===== config.mk =====
export PLATFORM = sky130hd
export DESIGN_NAME = seq_csa_multiplier
export DESIGN_NICKNAME = d
export VERILOG_FILES = /design/src/rtl/mult_pkg.sv /design/src/rtl/fa.sv /design/src/rtl/ha.sv /design/src/rtl/seq_csa_multiplier.sv
export SDC_FILE = /design/constraint.sdc
export NUM_CORES = 1
export LEC_CHECK = 0
export BUFFER_PORTS_ARGS = -buffer_cell sky130_fd_sc_hd__buf_2
export CAP_MARGIN = 10
export CORE_MARGIN = 2
export CORE_UTILIZATION = 58
export DETAILED_ROUTE_END_ITERATION = 10
export GPL_ROUTABILITY_DRIVEN = 0
export HOLD_SLACK_MARGIN = 0.08
export PLACE_DENSITY_LB_ADDON = 0.15
export SYNTH_ARGS = -nofsm -noshare
export SYNTH_HDL_FRONTEND = slang
export SYNTH_SLANG_ARGS = --single-unit

===== constraint.sdc =====
create_clock -name clk -period 9.95 [get_ports clk]
set_input_delay 1.4925 -clock clk [delete_from_list [all_inputs] [get_ports clk]]
set_output_delay 1.4925 -clock clk [all_outputs]
set_load 0.1 [all_outputs]

===== src/rtl/mult_pkg.sv =====
// Shared definitions for the sequential carry-save multiplier.
//   MULT_MAX_WIDTH : largest supported operand width
//   state_t / ST_* : controller state encoding
//   cnt_width()    : iteration counter width for a given operand width
package mult_pkg;

    localparam int unsigned MULT_MAX_WIDTH = 64;

    typedef logic [1:0] state_t;

    localparam state_t ST_IDLE    = 2'd0;
    localparam state_t ST_RUN     = 2'd1;
    localparam state_t ST_RESOLVE = 2'd2;
    localparam state_t ST_DONE    = 2'd3;

    // Counter must be able to hold WIDTH itself, hence the +1.
    function automatic int unsigned cnt_width(input int unsigned width);
        return 32'($clog2(width) + 1);
    endfunction

endpackage


===== src/rtl/fa.sv =====
// Full adder cell.
//   a, b, cin : addends
//   s         : sum
//   cout      : carry out
module fa (
    input  logic a,
    input  logic b,
    input  logic cin,
    output logic s,
    output logic cout
);

    assign s    = a ^ b ^ cin;
    assign cout = (a & b) | (a & cin) | (b & cin);

endmodule


===== src/rtl/ha.sv =====
// Half adder cell.
//   a, b : addends
//   s    : sum
//   c    : carry out
module ha (
    input  logic a,
    input  logic b,
    output logic s,
    output logic c
);

    assign s = a ^ b;
    assign c = a & b;

endmodule


===== src/rtl/seq_csa_multiplier.sv =====
// Iterative unsigned multiplier: one partial-product row per cycle is folded
// into a carry-save accumulator, then a single ripple pass resolves the upper
// half of the product.
//   clk, rst_n          : clock, asynchronous active-low reset
//   in_valid / in_ready : operand handshake (a, b)
//   out_valid/out_ready : product handshake (p = a*b, 2*WIDTH bits)
//   busy                : high while iterating or resolving
module seq_csa_multiplier
    import mult_pkg::*;
#(
    parameter int unsigned WIDTH = 16
) (
    input  logic               clk,
    input  logic               rst_n,
    input  logic               in_valid,
    output logic               in_ready,
    input  logic [WIDTH-1:0]   a,
    input  logic [WIDTH-1:0]   b,
    output logic               out_valid,
    input  logic               out_ready,
    output logic [2*WIDTH-1:0] p,
    output logic               busy
);

    localparam int unsigned CNT_W = cnt_width(WIDTH);

    if (WIDTH < 2 || WIDTH > MULT_MAX_WIDTH) begin : g_bad_width
        $error("seq_csa_multiplier: WIDTH out of range");
    end

    state_t             state_r;
    state_t             state_nx;
    logic               accept;
    logic               last_iter;

    logic [WIDTH-1:0]   a_r;
    logic [WIDTH-1:0]   b_r;
    // Sum is stored already shifted right by one; its LSB went to lo_r.
    logic [WIDTH-2:0]   sum_r;
    logic [WIDTH-1:0]   carry_r;
    logic [WIDTH-1:0]   lo_r;
    logic [CNT_W-1:0]   cnt_r;

    logic [WIDTH-1:0]   row;
    logic [WIDTH-1:0]   csa_s;
    logic [WIDTH-1:0]   csa_c;

    logic [WIDTH-1:0]   res_x;
    logic [WIDTH-1:0]   rc;
    logic [WIDTH-1:0]   hi;

    // Next-state logic
    always_comb begin
        state_nx  = state_r;
        accept    = 1'b0;
        last_iter = (cnt_r == CNT_W'(WIDTH - 1));
        case (state_r)
            ST_IDLE: begin
                if (in_valid && in_ready) begin
                    accept   = 1'b1;
                    state_nx = ST_RUN;
                end
            end
            ST_RUN: begin
                if (last_iter) state_nx = ST_RESOLVE;
            end
            ST_RESOLVE: state_nx = ST_DONE;
            ST_DONE: begin
                if (out_ready) state_nx = ST_IDLE;
            end
            default: state_nx = ST_IDLE;
        endcase
    end

    // State and registered handshake/status outputs
    always_ff @(posedge clk or negedge rst_n) begin
        if (!rst_n) begin
            state_r   <= ST_IDLE;
            in_ready  <= 1'b0;
            out_valid <= 1'b0;
            busy      <= 1'b0;
        end else begin
            state_r   <= state_nx;
            in_ready  <= (state_nx == ST_IDLE);
            out_valid <= (state_nx == ST_DONE);
            busy      <= (state_nx == ST_RUN) || (state_nx == ST_RESOLVE);
        end
    end

    // Current partial-product row, selected by the multiplier LSB
    assign row = a_r & {WIDTH{b_r[0]}};

    // Carry-save row: three inputs below the top bit, two at the top bit
    for (genvar i = 0; i < WIDTH - 1; i++) begin : g_fa
        fa u_fa (
            .a   (sum_r[i]),
            .b   (carry_r[i]),
            .cin (row[i]),
            .s   (csa_s[i]),
            .cout(csa_c[i])
        );
    end

    ha u_ha (
        .a(carry_r[WIDTH-1]),
        .b(row[WIDTH-1]),
        .s(csa_s[WIDTH-1]),
        .c(csa_c[WIDTH-1])
    );

    // Ripple carry-propagate of the leftover sum and carry; cannot overflow
    assign res_x = {1'b0, sum_r};

    always_comb begin
        rc    = '0;
        for (int k = 1; k < WIDTH; k++) begin
            rc[k] = (res_x[k-1] & carry_r[k-1]) | (res_x[k-1] & rc[k-1])
                  | (carry_r[k-1] & rc[k-1]);
        end
        hi = res_x ^ carry_r ^ rc;
    end

    // Operand capture, iteration datapath and product register
    always_ff @(posedge clk or negedge rst_n) begin
        if (!rst_n) begin
            a_r     <= '0;
            b_r     <= '0;
            sum_r   <= '0;
            carry_r <= '0;
            lo_r    <= '0;
            cnt_r   <= '0;
            p       <= '0;
        end else if (accept) begin
            a_r     <= a;
            b_r     <= b;
            sum_r   <= '0;
            carry_r <= '0;
            lo_r    <= '0;
            cnt_r   <= '0;
        end else if (state_r == ST_RUN) begin
            sum_r   <= csa_s[WIDTH-1:1];
            carry_r <= csa_c;
            lo_r    <= {csa_s[0], lo_r[WIDTH-1:1]};
            b_r     <= b_r >> 1;
            cnt_r   <= cnt_r + CNT_W'(1);
        end else if (state_r == ST_RESOLVE) begin
            p       <= {hi, lo_r};
        end
    end

endmodule


# Yosys cells after proc, flatten, opt, wreduce, memory -nomap -nowiden
# Index checks and enable logic that the tools add are counted.
# word_totals
inputBits	36
output_inout_bits	35
elab_cells	209
regBits	121
# classes
muxes	16
n_reduce_logical	6
n_addsub	1
bitwise	168
eq_ne	7
# ops
op	n
$mux 16	6
$and 1x1->1	74
$or 1x1->1	58
$xor 1x1->1	31
$mux 15	2
$and 16x16->16	1
$xor 15x16->16	1
$xor 16x16->16	1
$mux 5	2
$eq 2x2->1 const B	4
$pmux 2 s4	1
$mux 2	3
$add 5x1->5 const B	1
$eq 5x4->1 const B	1
$eq 2x1->1 const B	2
$logic_not 2->1	2
$reduce_and 3->1	1
$mux 1	2
$not 1->1	2
$reduce_bool 2->1	1
$logic_and 1x1->1	1
$logic_or 1x1->1	1

# Longest topological paths before layout
# Gate-level depths: netlist of run 1.
# logic_depth
depth_word	44
depth_mapped	17
ltp_nobuf	17

# Hierarchy
# Synthesis of run 1 repeated with hierarchy kept, for this count alone.
# hier_totals
hier_cells	507
area_unflattened_um2	5622.9
# modules_own_cells
module	n_inst	cells_each	area_per_inst_um2	seq_area_each_um2
seq_csa_multiplier	1	491	5310.1	3027.9
fa	15	1	20.0	0.0
ha	1	1	12.5	0.0

# Worst setup path before layout of run 1
# OpenSTA, ideal clock, no wires.
# synth_timing
kind	reg-to-reg
startpoint	register carry_r[0]
endpoint	register p[30]
slack_ps	2625
arrival_ps	7199
t_required_ps	9825
synth_period_minus_slack_ps	7325
stages_incl_launch_ff	17
path_cell_list	dfrtp_1 ha_1 fa_1 fa_1 fa_1 fa_1 fa_1 fa_1 fa_1 fa_1 fa_1 fa_1 fa_1 fa_1 fa_1 fa_1 mux2_4
# synth_via
elab_chain_len	41
# synth_lines
element	line_no	rtl
start, declared	seq_csa_multiplier.sv:40	logic [WIDTH-1:0] carry_r;
start signal, assigned	seq_csa_multiplier.sv:142	carry_r <= csa_c;
$and 1x1->1 *	seq_csa_multiplier.sv:117	rc[k] = (res_x[k-1] & carry_r[k-1]) | (res_x[k-1] & rc[k-1])
$and 1x1->1	seq_csa_multiplier.sv:117	
$or 1x1->1	seq_csa_multiplier.sv:117	
$or 1x1->1 *	seq_csa_multiplier.sv:118	| (carry_r[k-1] & rc[k-1]);
$and 1x1->1	seq_csa_multiplier.sv:117	
$or 1x1->1	seq_csa_multiplier.sv:117	
$or 1x1->1 *	seq_csa_multiplier.sv:118	
$and 1x1->1	seq_csa_multiplier.sv:117	
(+26 left out)	--	
$and 1x1->1	seq_csa_multiplier.sv:117	
$or 1x1->1	seq_csa_multiplier.sv:117	
$or 1x1->1 *	seq_csa_multiplier.sv:118	
$and 1x1->1	seq_csa_multiplier.sv:117	
$or 1x1->1	seq_csa_multiplier.sv:117	
$or 1x1->1 *	seq_csa_multiplier.sv:118	
$xor 16x16->16 *	seq_csa_multiplier.sv:120	hi = res_x ^ carry_r ^ rc;
named net hi[14]	seq_csa_multiplier.sv:50	logic [WIDTH-1:0] hi;
end signal, assigned	seq_csa_multiplier.sv:147	p <= {hi, lo_r};
end, declared	seq_csa_multiplier.sv:21	output logic [2*WIDTH-1:0] p,
# Mark *: on every way through the listed nets, which the timed path passes. The rest lies on a longest branch.
# A chain may end at the register's enable or synchronous reset.

# Final worst setup path of run 1
# Ends and elaborated chain as after synthesis.

==> impl_metrics.yaml, run 1 <==
cts:
  clock_latency_ns: 0.51
  clockBufferDepth: 2
  cts.clk_slew.worst_paths_ns: 0.06
  root_buffer: "clkbuf_8"
  cts_tree: "yes"
  cts_resized: 0
  cts_sinks: 121
  post_cts_buffers: 0
  cts_made_buffers: 17
  cts_hold_buf: 0
  htreeDepth: 4
layout:
  nFillCells: 754
  layout_commonest_cell: "dfrtp_1"
  final_core_util: 0.691
  seqCellArea_um2: 3030
  antenna_cells: 0
  syn2layout_area_growth_pct: 15.9
  multiInputGateArea_um2: 2410
  drive_gt1_frac: 0.248
  layout_common_cells: "dfrtp_1, nand2_1, buf_2, nand3_1, o21ai_0"
  num-nets-final: 635
sta:
  relSlewSlack: 0.295
  rsz0062_at_grt: "false"
  worst_pin_slew_ns: 1.06
  timing.fmax_mhz: 130
  setup_violations: 0
  timing.hold.ws_ns: 0.467
  min_period_ns: 7.69
  tns_ns: 0
  drv_slew: 0
  period_share: 0.773
  finClkSkew_ns: 0.0132
  hold_violations: 0
logic_synthesis:
  syn_inst: 507
  synth_nets: 578
  syn-mean-instance-area_um2: 11.4
  async_reset_ff_frac: 1.00
  ys_seq_area_frac: 0.522
  synth-seq-cells: 121
  synth_edf_count: 0
  synth_cell_type_count: 32
  synthesis.area_um2: 5800
  ys.flop_type: "dfrtp_1"
  yosysWarnings: 0
setup_path:
  cp.arrival_ns: 8.08
  critPathMaxFanout: 3
  required_ns: 10.34
  rr_worst_depth: 16
  worstSetupPathType: "reg2reg"
  r2r_slack_ns: 2.26
  rr_startpoint: "carry_r[0]"
  timing.rr.end: "p[30]"
  crit_path_start_kind: "register"
  crit_path_end_kind: "register"
  startpoint: "carry_r[0]"
  critPathCapture: "p[30]"
job:
  maxCapViolCount: 0
drt:
  drtAntennaViolNets: 0
  routed_via_density: 5.16
  drt_first_pass_iters: 4
  vias: 3665
  drc: 0
  wl_um: 10700
  drt-initial-drc-count: 180
  wl_per_cell_um: 15.0
placed_design:
  port_buffers: 70
  dp_hpwl_um: 6370
floorplan:
  fp.dieArea_um2: 10800
  die_w_um: 104
  ios: 71
  coreArea_um2: 9730
  die_y_um: 104
  initial_core_util: 0.596
  fp-row-count: 36
grt:
  grt_pass1_wl_um: 18500
  overflow: 0
  grt_max_degree: 99
  antenna_found_initial: 0
  grt_usage: 0.217
  grt_pass1_vias: 3743
min_path:
  hold_path.class: "reg2reg"
outcome:
  status: "finished clean"
worst max-delay path, stage by stage, from the launching register on:
cell     delay [ns]
dfrtp_1        0.40
ha_1           0.22
fa_1           0.47
fa_1           0.46
fa_1           0.46
fa_1           0.47
fa_1           0.49
fa_1           0.48
fa_1           0.50
fa_1           0.48
fa_1           0.48
fa_1           0.46
fa_1           0.47
fa_1           0.46
fa_1           0.48
fa_1           0.50
mux2_4         0.27
Yosys cell counts (2+ instances only):
master      n  area (µm²)
inv_1      32         120
nand2_1   119         447
nand3_2     4        40.0
o21a_1      2        15.0
a21oi_1     4        20.0
buf_8       2        30.0
nand3_1    46         230
buf_2      13        65.1
dfrtp_1   121        3030
clkbuf_1    6        22.5
buf_6      12         135
mux2_4     28         420
o21ai_0    37         185
ha_1        6        75.1
mux2i_1    16         160
fa_1       29         581
o21ai_1    12        60.1
mux2_2      3        33.8
nand2b_4    2        27.5
flip-flops by register name, indices dropped and copies added (netlist names):
name	count
p	32
a_r	16
b_r	16
carry_r	16
lo_r	16
sum_r	15
cnt_r	5
state_r	2
busy	1
in_ready	1
out_valid	1
cell families (layout without fill, tap and decap cells):
group	Yosys count	in the layout	synth area share
simple gates	178	178	0.139
mux	47	47	0.106
flops	121	121	0.522
buf+inv	66	136	0.0652
fa+ha+maj	35	35	0.113
compound gates	59	59	0.0535
xor+xnor	1	1	0.00151
final cells by class:
class	instances	share of cell area
clock inverter	13	0.0298
inverter	32	0.0179
clock buffer	19	0.0642
multi-input combinational	320	0.358
tap	133	0.0248
timing repair buffer	72	0.0547
sequential	121	0.450
layer usage:
metal | vias up | share of wire | track usage
met5 | - | 0 | 0
met1 | 1806 | 0.47 | 0.303
li1 | 1775 | - | -
met4 | 0 | 0.0088 | 0.0811
met3 | 8 | 0.034 | 0.0470
met2 | 76 | 0.49 | 0.338
worst min path at each step:
stage                   from  cells past startpoint        to
floorplan           cnt_r[3]                      1  cnt_r[3]
global placement     a_r[15]                      2   a_r[15]
detailed placement  cnt_r[3]                      1  cnt_r[3]
CTS                 cnt_r[3]                      1  cnt_r[3]
global route          a_r[5]                      2    a_r[5]
finish              cnt_r[3]                      1  cnt_r[3]
per-stage QoR:
step | worst slack [ns] | std cells | cell area [µm²]
2_1_floorplan | 2.63 | 507 | 5800
3_3_place_gp | 2.40 | 678 | 6090
3_5_place_dp | 2.30 | 678 | 6090
4_1_cts | 2.19 | 710 | 6720
5_1_grt | 2.02 | 710 | 6720
6_report | 2.26 | 710 | 6720
Power of run 1 is left out: the tool's default activity adds up to more than one toggle a clock period on the data nets, which glitch-free logic cannot reach.
==> run 2, diff against run 1 <==
--- a/config.mk
+++ b/config.mk
@@ -8,7 +8,7 @@
 export BUFFER_PORTS_ARGS = -buffer_cell sky130_fd_sc_hd__buf_2
 export CAP_MARGIN = 10
 export CORE_MARGIN = 2
-export CORE_UTILIZATION = 58
+export CORE_UTILIZATION = 52
 export DETAILED_ROUTE_END_ITERATION = 10
 export GPL_ROUTABILITY_DRIVEN = 0
 export HOLD_SLACK_MARGIN = 0.08
==> constraint.sdc (replaced) <==
create_clock -name clk -period 6.3 [get_ports clk]
set_input_delay 0.945 -clock clk [delete_from_list [all_inputs] [get_ports clk]]
set_output_delay 0.945 -clock clk [all_outputs]
set_load 0.1 [all_outputs]
==> impl_metrics.yaml, run 2 (synthesis gave the netlist of run 1 again) <==
cts:
  clockBufferDepth: 2
  clock_latency_ns: 0.52
  htreeDepth: 4
  cts_resized: 0
  root_buffer: "clkbuf_8"
  cts.clk_slew.worst_paths_ns: 0.06
  cts_made_buffers: 17
  cts_tree: "yes"
  cts_sinks: 121
placed_design:
  dp_hpwl_um: 6530
  placed_area_um2: 6150
  port_buffers: 70
drt:
  drtAntennaViolNets: 0
  vias: 3646
  wl_um: 10300
  drt-initial-drc-count: 271
  drc: 0
  wl_per_cell_um: 14.3
  drt_first_pass_iters: 4
  routed_via_density: 5.09
setup_path:
  crit_top_cell: "fa_2"
  worstSetupPathType: "reg2reg"
  cp.arrival_ns: 6.56
  crit_path_start_kind: "register"
  crit_chain: "ha_2 > fa_2 > fa_2 > fa_2 > fa_2 > fa_2 > fa_2 > fa_2 > fa_2 > fa_2 > fa_2 > fa_2 > fa_2 > fa_2 > fa_1 > mux2_4"
  r2r_slack_ns: 0.14
  critPathMaxFanout: 2
  max_stage_delay_ns: 0.47
  crit_path_end_kind: "register"
  required_ns: 6.70
  cp_slowest_cell: "fa_1"
  critPathTopFamily: "adder cells"
  cp_num_buf_inv: 0
sta:
  min_period_ns: 6.16
  hold_violations: 0
  timing.fmax_mhz: 162
  finClkSkew_ns: 0.00789
  drv_slew: 0
  period_share: 0.977
  rsz0062_at_grt: "true"
  relSlewSlack: 0.278
  setup_violations: 0
  worst_pin_slew_ns: 1.08
grt:
  grt_pass1_wl_um: 17800
  grt_max_degree: 99
  overflow: 0
  grt_pass1_vias: 3704
  antenna_found_initial: 0
  grt_usage: 0.197
layout:
  syn2layout_area_growth_pct: 15.8
  largest_register_ffs: 32
  nFillCells: 873
  drive_gt1_frac: 0.272
  layout_common_cells: "dfrtp_1, nand2_1, buf_2, nand3_1, o21ai_0"
  layout_commonest_cell: "dfrtp_1"
  num-nets-final: 637
  largest_register: "p"
  antenna_cells: 0
  finalInstanceArea_um2: 6710
floorplan:
  ios: 71
  initial_core_util: 0.535
  fp-row-count: 38
  die_y_um: 110
  fp.dieArea_um2: 12000
  die_w_um: 110
  coreArea_um2: 10800
job:
  maxCapViolCount: 0
min_path:
  hold_path.class: "reg2reg"
outcome:
  status: "finished clean"
[run 2: cell count changes in the layout (fill, tap and decap cells not counted), sizes merged]
cell      change
buf           +2
clkinvlp      -4
clkinv        +4
bufinv        -2
[run 2: path summary, 6_finish.rpt]
kind | start | end | cells after the start
setup / recovery | carry_r[0] | p[30] | 16
hold / removal | cnt_r[3] | cnt_r[3] | 1
setup reg to reg | carry_r[0] | p[30] | 16
hold reg to reg | cnt_r[3] | cnt_r[3] | 1
max in group asynchronous | rst_n | sum_r[3] | 2
min in group asynchronous | rst_n | p[9] | 1
[run 2: area by class of cell]
| class | count | area [µm²] | share of cell area |
|---|---|---|---|
| flip-flops and latches | 121 | 3030 | 0.451 |
| multi-input cells | 320 | 2440 | 0.364 |
| clock buffers | 19 | 432 | 0.0643 |
| repair buffers | 74 | 383 | 0.0570 |
| well taps | 140 | 175 | 0.0261 |
| clock inverters | 11 | 130 | 0.0194 |
| inverters | 32 | 120 | 0.0179 |
[run 2: repair_timing]
| item | 4_1_cts | 5_1_grt |
|---|---|---|
| hold buffers | 0 | 0 |
| setup endpoints to repair | 2 | 2 |
| pin swaps | 9 | 10 |
| buffers inserted | 0 | 0 |
[run 2: stage by stage]
| step | hold slack [ns] | cells | utilization | setup TNS (ns) | worst slack (ns) |
|---|---|---|---|---|---|
| floorplan | 0.437 | 507 | - | 0 | 0.0599 |
| global placement | 0.451 | 687 | 0.567 | -0.131 | -0.0808 |
| detailed placement | 0.459 | 687 | 0.567 | -0.245 | -0.146 |
| CTS | 0.469 | 717 | 0.619 | 0 | 0.00439 |
| global route | 0.494 | 717 | 0.619 | -0.0248 | -0.0248 |
| finish | 0.464 | 717 | 0.619 | 0 | 0.145 |
[run 2: metal layers]
layer | vias to the layer above | part of all wire | track usage
met5 | - | 0 | 0
met4 | 0 | 0.019 | 0.0931
met3 | 14 | 0.039 | 0.0486
met2 | 67 | 0.47 | 0.297
met1 | 1793 | 0.47 | 0.270
li1 | 1772 | - | -
Power of run 2 is left out for the same reason.
==> run 3, diff against run 2 <==
--- a/config.mk
+++ b/config.mk
@@ -13,6 +13,7 @@
 export GPL_ROUTABILITY_DRIVEN = 0
 export HOLD_SLACK_MARGIN = 0.08
 export PLACE_DENSITY_LB_ADDON = 0.15
+export REMOVE_ABC_BUFFERS = 1
 export SYNTH_ARGS = -nofsm -noshare
 export SYNTH_HDL_FRONTEND = slang
 export SYNTH_SLANG_ARGS = --single-unit
==> impl_metrics.yaml, run 3 (synthesis gave the netlist of run 1 again) <==
power_and_ir_drop:
  powerDensity_nw_per_um2: 608
  power_switching_w: 0.00184
  p_sw_frac: 0.443
  clkPwrFrac: 0.250
  ir_worst_vdd_mv: 0.386
  p_int_w: 0.00231
  seqPwrFrac: 0.321
  power.leakage_nw: 3.40
  power_frac_comb: 0.429
grt:
  antenna_found_initial: 0
  grt_usage: 0.200
  grt_pass1_wl_um: 18100
  grt_pass1_vias: 3910
  grt_max_degree: 99
  overflow: 0
placed_design:
  preCtsSetupSlack_ns: -1.27
  dp_hpwl_um: 6340
  port_buffers: 70
floorplan:
  die_w_um: 110
  die_y_um: 110
  fp-row-count: 38
  initial_core_util: 0.535
  coreArea_um2: 10800
  ios: 71
  fp.dieArea_um2: 12000
layout:
  multiInputGateArea_um2: 2450
  num-nets-final: 642
  nFillCells: 876
  layout_common_cells: "dfrtp_1, nand2_1, buf_2, nand3_1, o21ai_0"
  antenna_cells: 0
  drive_gt1_frac: 0.283
  seqCellArea_um2: 3030
  syn2layout_area_growth_pct: 17.8
  largest_register_ffs: 32
  largest_register: "p"
  layout_commonest_cell: "dfrtp_1"
cts:
  cts_made_buffers: 17
  cts.clk_slew.worst_paths_ns: 0.06
  clockBufferDepth: 2
  cts_sinks: 121
  clock_latency_ns: 0.53
  htreeDepth: 4
  cts_hold_buf: 0
  root_buffer: "clkbuf_8"
  cts_tree: "yes"
setup_path:
  cp.arrival_ns: 6.55
  crit_path_start_kind: "register"
  worstSetupPathType: "reg2reg"
  required_ns: 6.71
  critPathMaxFanout: 2
  crit_path_end_kind: "register"
sta:
  finClkSkew_ns: 0.00398
  drv_slew: 0
  timing.hold.ws_ns: 0.474
  timing.fmax_mhz: 163
  setup_slack_ns: 0.161
  setup_violations: 0
  rsz0062_at_grt: "true"
  relSlewSlack: 0.277
  period_share: 0.974
  hold_violations: 0
  min_period_ns: 6.14
  worst_pin_slew_ns: 1.08
  tns_ns: 0
drt:
  drtAntennaViolNets: 0
  routed_via_density: 5.14
  drc: 0
  drt_first_pass_iters: 4
  vias: 3719
  wl_um: 10500
  wl_per_cell_um: 14.5
  drt-initial-drc-count: 208
outcome:
  status: "finished clean"
min_path:
  hold_path.class: "reg2reg"
job:
  maxCapViolCount: 0
[run 3: cell types whose count changed in the layout (fill, tap and decap cells not counted), sizes merged]
cell	change
buf	+5
clkbuf	+6
bufinv	+1
clkinv	-5
[run 3: cell type report]
cell class                 count  share of cell area
clock buffer                  25              0.0738
clock inverter                 7              0.0198
inverter                      32              0.0176
multi-input combinational    320               0.358
sequential                   121               0.443
tap                          140              0.0256
timing repair buffer          79              0.0615
[run 3: through the flow]
step / power (W) / std cells / instance area (µm²) / util
floorplan: 0.00272 / 473 / 5540 / -
global placement: 0.00307 / 691 / 6150 / 0.567
detailed placement: 0.00312 / 691 / 6150 / 0.567
CTS: 0.00419 / 724 / 6830 / 0.630
global route: 0.00443 / 724 / 6830 / 0.630
finish: 0.00415 / 724 / 6830 / 0.630
[run 3: routing by layer]
metal	wire length [µm]	up-vias	global-route usage	part of all wire
met3	464	18	0.0498	0.044
met4	190	0	0.0787	0.018
li1	-	1778	-	-
met5	0	-	0	0
met2	5150	77	0.331	0.49
met1	4700	1846	0.254	0.45
[run 3: power by group through the flow]
stage / sequential (W) / clock, W / combinational (W)
finish: 0.00133 / 0.00104 / 0.00178
global route: 0.00138 / 0.00110 / 0.00195
CTS: 0.00134 / 0.00105 / 0.00180
detailed placement: 0.00134 / 0 / 0.00179
global placement: 0.00132 / 0 / 0.00175
floorplan: 0.00196 / 0 / 0.000753
[run 3: final timing paths]
check	from	end	slack [ns]	cells after the start
max reg2reg	sum_r[0]	p[30]	0.16	16
min	a_r[11]	a_r[11]	0.47	2
min in group asynchronous	rst_n	p[17]	0.53	1
min reg2reg	a_r[11]	a_r[11]	0.47	2
max in group asynchronous	rst_n	a_r[14]	4.63	2
max	sum_r[0]	p[30]	0.16	16
[run 3: worst max-delay path, cell delays in order, from the launching register on]
cell	delay (ns)
dfrtp_1	0.38
ha_2	0.20
fa_2	0.34
fa_2	0.37
fa_2	0.35
fa_2	0.37
fa_2	0.37
fa_2	0.35
fa_2	0.38
fa_2	0.37
fa_2	0.35
fa_2	0.37
fa_2	0.35
fa_2	0.38
fa_2	0.40
fa_2	0.41
mux2_4	0.27
[run 3: timing repair]
action	in CTS	in global routing
pin swaps	9	16
cloned	0	0
gates resized for setup	14	1
setup buffers	1	0
setup endpoints to repair	4	2
No activity file was read; power rests on OpenSTA's default activity.
